==> config.mk <==
export PLATFORM = sky130hd
export DESIGN_NAME = exmem_stage_reg
export DESIGN_NICKNAME = d
export VERILOG_FILES = /design/src/rtl/exmem_stage_reg.sv
export SDC_FILE = /design/constraint.sdc
export NUM_CORES = 1
export LEC_CHECK = 0
export ABC_AREA = 1
export CORE_ASPECT_RATIO = 0.7
export CORE_MARGIN = 8
export CORE_UTILIZATION = 57
export CTS_BUF_LIST = sky130_fd_sc_hd__clkbuf_8
export DETAILED_ROUTE_END_ITERATION = 7
export PLACE_DENSITY = 0.91
export SLEW_MARGIN = 20
export SYNTH_ARGS = -nofsm -noshare
export SYNTH_HDL_FRONTEND = slang
export SYNTH_SLANG_ARGS = --single-unit
export TNS_END_PERCENT = 10
==> constraint.sdc <==
create_clock -name clk -period 2.9 [get_ports clk]
set_input_delay 0.725 -clock clk [delete_from_list [all_inputs] [get_ports clk]]
set_output_delay 0.725 -clock clk [all_outputs]
set_load 0.05 [all_outputs]
==> src/rtl/exmem_stage_reg.sv <==
// rtl/exmem_stage_reg.sv - EX/MEM pipeline stage register with valid/ready handshake, optional skid buffer and flush
//
// Purpose: holds the instruction leaving execute until the memory unit takes it.
//   With SKID=1 a second register absorbs one extra entry during a memory stall,
//   so in_ready can be registered and never depends on out_ready.
//   With SKID=0 only the head register exists and in_ready is combinational.
//
// Ports:
//   clk, rst                      clock, synchronous active-high reset
//   in_valid / in_ready           upstream handshake from EX
//   flush                         drops every held entry and the incoming one
//   *_in                          control bits and payload from EX
//   out_valid / out_ready         downstream handshake to MEM
//   *_out                         head entry; control bits gated by out_valid

module exmem_stage_reg #(
    parameter int DATA_W     = 16,
    parameter int REG_ADDR_W = 4,
    parameter int SKID       = 1
) (
    input  logic                  clk,
    input  logic                  rst,
    input  logic                  in_valid,
    output logic                  in_ready,
    input  logic                  flush,
    input  logic                  reg_write_in,
    input  logic                  mem_write_in,
    input  logic                  mem_read_in,
    input  logic                  call_in,
    input  logic                  mem_to_reg_in,
    input  logic                  ret_future_in,
    input  logic [REG_ADDR_W-1:0] reg_rd_in,
    input  logic [DATA_W-1:0]     alu_result_in,
    input  logic [DATA_W-1:0]     store_data_in,
    output logic                  out_valid,
    input  logic                  out_ready,
    output logic                  reg_write_out,
    output logic                  mem_write_out,
    output logic                  mem_read_out,
    output logic                  call_out,
    output logic                  mem_to_reg_out,
    output logic                  ret_future_out,
    output logic [REG_ADDR_W-1:0] reg_rd_out,
    output logic [DATA_W-1:0]     alu_result_out,
    output logic [DATA_W-1:0]     store_data_out
);

    localparam int PW = 6 + REG_ADDR_W + 2 * DATA_W;

    typedef enum logic [1:0] {
        S_EMPTY = 2'd0,
        S_ONE   = 2'd1,
        S_TWO   = 2'd2
    } state_t;

    state_t          r_state;
    state_t          w_next;
    logic [PW-1:0]   r_head;
    logic [PW-1:0]   r_skid;
    logic            r_in_ready;
    logic [PW-1:0]   w_in_word;
    logic            w_out_valid;
    logic            w_accept;
    logic            w_consume;
    logic            w_load_head;
    logic            w_load_skid;
    logic            w_move_skid;
    logic [5:0]      w_ctrl;

    assign w_in_word = {reg_write_in, mem_write_in, mem_read_in, call_in,
                        mem_to_reg_in, ret_future_in, reg_rd_in,
                        alu_result_in, store_data_in};

    assign w_out_valid = (r_state != S_EMPTY);

    // Skid mode: ready comes from a register so out_ready never reaches EX
    // combinationally. Both modes hold ready low while reset is asserted.
    generate
        if (SKID != 0) begin : g_skid_ready
            assign in_ready = r_in_ready & ~rst;
        end else begin : g_comb_ready
            assign in_ready = ~rst & (~w_out_valid | out_ready);
        end
    endgenerate

    assign w_accept  = in_valid & in_ready & ~flush;
    assign w_consume = w_out_valid & out_ready;

    always_comb begin
        w_next      = r_state;
        w_load_head = 1'b0;
        w_load_skid = 1'b0;
        w_move_skid = 1'b0;
        case (r_state)
            S_EMPTY: begin
                if (w_accept) begin
                    w_next      = S_ONE;
                    w_load_head = 1'b1;
                end
            end
            S_ONE: begin
                if (w_accept && w_consume) begin
                    w_load_head = 1'b1;
                end else if (w_accept && (SKID != 0)) begin
                    // Only reachable with a skid register: without it, ready
                    // is low whenever the head is full and not draining.
                    w_next      = S_TWO;
                    w_load_skid = 1'b1;
                end else if (w_consume) begin
                    w_next = S_EMPTY;
                end
            end
            S_TWO: begin
                if (w_consume) begin
                    w_next      = S_ONE;
                    w_move_skid = 1'b1;
                end
            end
            default: w_next = S_EMPTY;
        endcase
        // A consume in the same cycle still completes: MEM already sampled it.
        if (flush) begin
            w_next = S_EMPTY;
        end
    end

    always_ff @(posedge clk) begin
        if (rst) begin
            r_state    <= S_EMPTY;
            r_head     <= '0;
            r_skid     <= '0;
            r_in_ready <= 1'b1;
        end else begin
            r_state    <= w_next;
            r_in_ready <= (w_next != S_TWO);
            if (w_load_head) begin
                r_head <= w_in_word;
            end else if (w_move_skid) begin
                r_head <= r_skid;
            end
            if (w_load_skid) begin
                r_skid <= w_in_word;
            end
        end
    end

    assign out_valid = w_out_valid;
    assign {w_ctrl, reg_rd_out, alu_result_out, store_data_out} = r_head;
    assign {reg_write_out, mem_write_out, mem_read_out, call_out,
            mem_to_reg_out, ret_future_out} = w_ctrl & {6{w_out_valid}};

endmodule

Word level (Yosys, flattened, before mapping):

Cells that the tools add are included.
Widths: inputs -> output; s select.

* reductions and logical operators: 4
* divide/modulo/power cells: 0
* shift operators: 0
* equality and inequality tests: 3
* multiplexer cells: 16
* multipliers: 0
* $add $sub $neg: 0
* bitwise operators: 7
* order comparisons: 0

Operator list (count)
* $mux 42: 2
* $mux 2: 6
* $and 6x6->6: 1
* $mux 1: 6
* $pmux 2 s3: 1
* $and 1x1->1: 4
* $reduce_bool 2->1: 2
* $eq 2x1->1 const B: 1
* $eq 2x2->1 const B: 1
* $logic_not 2->1: 1
* $ne 2x2->1 const B: 1
* $not 1->1: 2
* $pmux 1 s2: 1
* $logic_and 1x1->1: 1

* output and inout port bits: 44
* register bits after elaboration: 87
* ROM bits: 0
* word-level logic and storage cells: 34
* input bits: 47
* memories kept: 0
* memory bits (writable): 0
* bits in latches: 0

Depth between registers and ports, before layout:

* word-level depth: 9
* gate-level depth with buffers: 10
* mapped depth without buffers: 7

Worst setup path after synthesis:

No wires, ideal clock.

* path type: reg-to-output
* start: reg r_state[1]
* end: out call_out
* required time: 2175 ps
* buffers on the path: 0
* path slack: 450 ps
* cell stages (with the launch flop): 5
* arrival: 1725 ps
* path through: dfxtp_1 > inv_1 > nand2_1 > inv_1 > nor2_1

* cells in the longest elaborated chain, start to end: 2

RTL lines
* start: declaration: line 56 `state_t r_state;`
* start signal: assignment: line 134 `r_state <= w_next;`
* $reduce_bool 2->1: line 74 `assign w_out_valid = (r_state != S_EMPTY);`
* named net out_valid: line 35 `output logic out_valid,`
* $and 6x6->6: line 150 `mem_to_reg_out, ret_future_out} = w_ctrl & {6{w_out_valid}};`
* end: declaration: line 40 `output logic call_out,`

The timed path passes the listed nets, and every way through them passes these cells.

Worst setup path after layout:

* start: reg r_state[1]
* end: out out_valid

* cells in the longest elaborated chain, start to end: 1

RTL lines (line)
* $reduce_bool 2->1: 74
* end: declaration: 35

Every way passes these cells.

==> metrics.md <==
| Metric | Value |
|---|---|
| Hold Path Depth | `2` |
| #FFs+latches synth | `87` |
| CTS tree | `built` |
| CP Data Arrival Time | `1920 ps` |
| Leakage power | `0.00218 µW` |
| Tot GR Track Use | `20.5%` |
| Initial core utilization | `58.6%` |
| Reg2reg path depth | `6` |
| Root Driver | `clkbuf_8` |
| Yosys Warn Count | `0` |
| Max_cap viols | `0` |
| Worst setup margin | `252 ps` |
| R2R Setup Slk | `1130 ps` |
| Final Non-Filler Cells | `764` |
| Rel. slew slack | `49.4%` |
| Layout cells sized above 1 | `5.11%` |
| Fin crit period | `2650 ps` |
| Core area | `0.00725 mm²` |
| WL per Instance | `14.2 µm` |
| Pwr per Cell Area | `472 mW/mm²` |
| Largest net degree at the start of global routing | `72` |
| R2R Path End | `r_head[37]` |
| Final net count | `709` |
| Remaining global-route overflow | `0` |
| Setup CP Type | `reg2out` |
| Crit path max fanout | `5` |
| Tcrit/Tclk final | `91.3%` |
| Fmax | `378 MHz` |
| Fin Setup TNS | `0 ps` |
| Worst-path clk slew | `80 ps` |
| DRC viols | `0` |
| Seq/Total Area, Yosys | `41.0%` |
| Worst Max-Slew Pin Slew | `758 ps` |
| Cells after DPL | `749` |
| Post-synthesis cell type count | `17` |
| Worst setup SP type | `register` |
| Routability congestion estimate | `0.812` |
| DR iter-0 viols | `435` |
| Initial antenna violation count | `0` |
| Via density | `5.38` |
| I/O pins | `91` |
| Die Y | `88.3 µm` |
| Worst skew pair latency | `350 ps` |
| Die width | `119 µm` |
| Site Rows | `26` |
| Clock skew | `6.61 ps` |
| Area grow syn2layout | `20.0%` |
| Final HPWL DP | `7.15 mm` |
| RSZ-0062 raised after global routing | `no` |
| CTS max path bufs | `2` |
| Worst hold path type | `reg2reg` |
| TritonRoute pass-1 iters | `5` |
| Antenna cells | `0` |
| H-tree levels | `3` |
| CP Capture Type | `primary output` |
| Power Total | `2410 µW` |
| Synth Cell Area | `0.00425 mm²` |
| Final Max Tran Viols | `0` |
| Number of fill cells | `602` |
| Syn nets | `679` |
| Setup bufs post-CTS | `0` |
| Dpl ws | `417 ps` |
| First-pass GRT wire length | `17.7 mm` |
| Via count | `4108` |
| Maximum VDD drop | `0.269 mV` |
| WP data required | `2170 ps` |
| Cts bufs inserted | `9` |
| Fin. Hold Viols | `0` |
| Count of final setup violators | `0` |
| Synth Instances | `632` |
| Total Routed Length | `10.9 mm` |
| Die ar. | `0.0105 mm²` |
| Clock sinks | `87` |
| Post-Syn Area per Cell | `6.73 µm²` |
| Vias in the first global route | `3866` |
| Hold path start | `r_skid[22]` |
| Port Buf Inserts | `90` |
| Status | `finished, final reports clean` |
| Final ANT Viol Nets | `0` |
| RR Startpoint | `r_state[0]` |
| Worst Hold End | `r_skid[22]` |
where the power goes:
part / leakage [µW] / internal (µW) / switching, µW / total (µW)
Sequential: 0.000706 / 1230 / 17.3 / 1240
Combinational: 0.00137 / 143 / 228 / 372
Clock: 0.0000975 / 384 / 412 / 797
Total: 0.00218 / 1750 / 658 / 2410
cell usage after synthesis:
master / number / area, µm²
buf_2: 14 / 70.1
clkbuf_1: 23 / 86.3
a21oi_1: 84 / 420
nand2_1: 177 / 664
o21ai_0: 3 / 15.0
buf_1: 7 / 26.3
nand3_1: 126 / 631
nor2_1: 8 / 30.0
dfxtp_1: 87 / 1740
inv_2: 1 / 3.75
buf_4: 40 / 300
inv_1: 57 / 214
nor2_4: 1 / 11.3
a21oi_4: 1 / 16.3
nor3_2: 1 / 10.0
nor2_2: 1 / 6.26
o22ai_1: 1 / 6.26
timing repair:
action                     in CTS  in global routing
setup endpoints to repair       0                  6
hold buffers                    0                  0
gates resized for setup         0                  6
sequential cells by signal, summed over array words and instances (netlist names):
register and count:
r_head 42, r_skid 42, r_state 2, r_in_ready 1
worst max-delay path: stages, from the launching register on:
cell and delay, ps:
dfxtp_1 480, inv_1 90, nand2_1 160, clkdlybuf4s50_1 830
placed cells by master (no fill, tap or decap), types with 2 or more instances in the layout:
cell type and count:
dfxtp_1 87, inv_1 59, buf_4 13, clkinv_2 2, clkdlybuf4s50_1 82, o21ai_0 3, nand3_1 126, nor2_4 2
clkbuf_8 9, dlymetal6s2s_1 6, nand2_1 176, nor2_1 8, a21oi_1 84
logic make-up after synthesis:
| logic type | count (synthesis) | synth area share, % |
|---|---|---|
| flops | 87 | 41.0 |
| compound gates | 89 | 10.8 |
| simple gates | 314 | 31.8 |
| buf+inv | 142 | 16.5 |
how the worst max path moves through the flow:
| stage | startpoint | cells after the start | to | slack (ps) |
|---|---|---|---|---|
| finish | r_state[1] | 3 | out_valid | 250 |
| global placement | r_state[1] | 5 | mem_read_out | 470 |
| CTS | r_state[1] | 5 | reg_write_out | 30 |
| floorplan | r_state[1] | 4 | call_out | 450 |
| detailed placement | r_state[1] | 5 | reg_write_out | 420 |
| global route | r_state[1] | 3 | out_valid | 170 |
layer usage:
metal | track usage [%] | part of all wire (%) | up-vias | wire length (µm)
met1 | 23.2 | 43 | 1900 | 4690
met3 | 5.16 | 5.8 | 17 | 629
met2 | 37.2 | 50 | 145 | 5380
li1 | - | - | 2046 | -
met5 | 0 | 0 | - | 0
met4 | 6.86 | 1.4 | 0 | 156
through the flow:
stage | util, % | hold slack [ps] | area [µm²]
after floorplan | - | 441 | 4250
after global placement | 67.7 | 448 | 4910
after detailed placement | 67.7 | 454 | 4910
after CTS | 70.1 | 465 | 5090
after global routing | 70.4 | 478 | 5100
final | 70.4 | 465 | 5100
layout make-up:
cell class	instances	area, µm²	share of cell area [%]
clock buffer	9	124	2.43
inverter	58	218	4.27
sequential	87	1740	34.1
clock inverter	6	55.1	1.08
tap	98	123	2.40
timing repair buffer	103	1020	20.0
multi-input combinational	403	1820	35.7
Power figures use the tool's default switching activity.
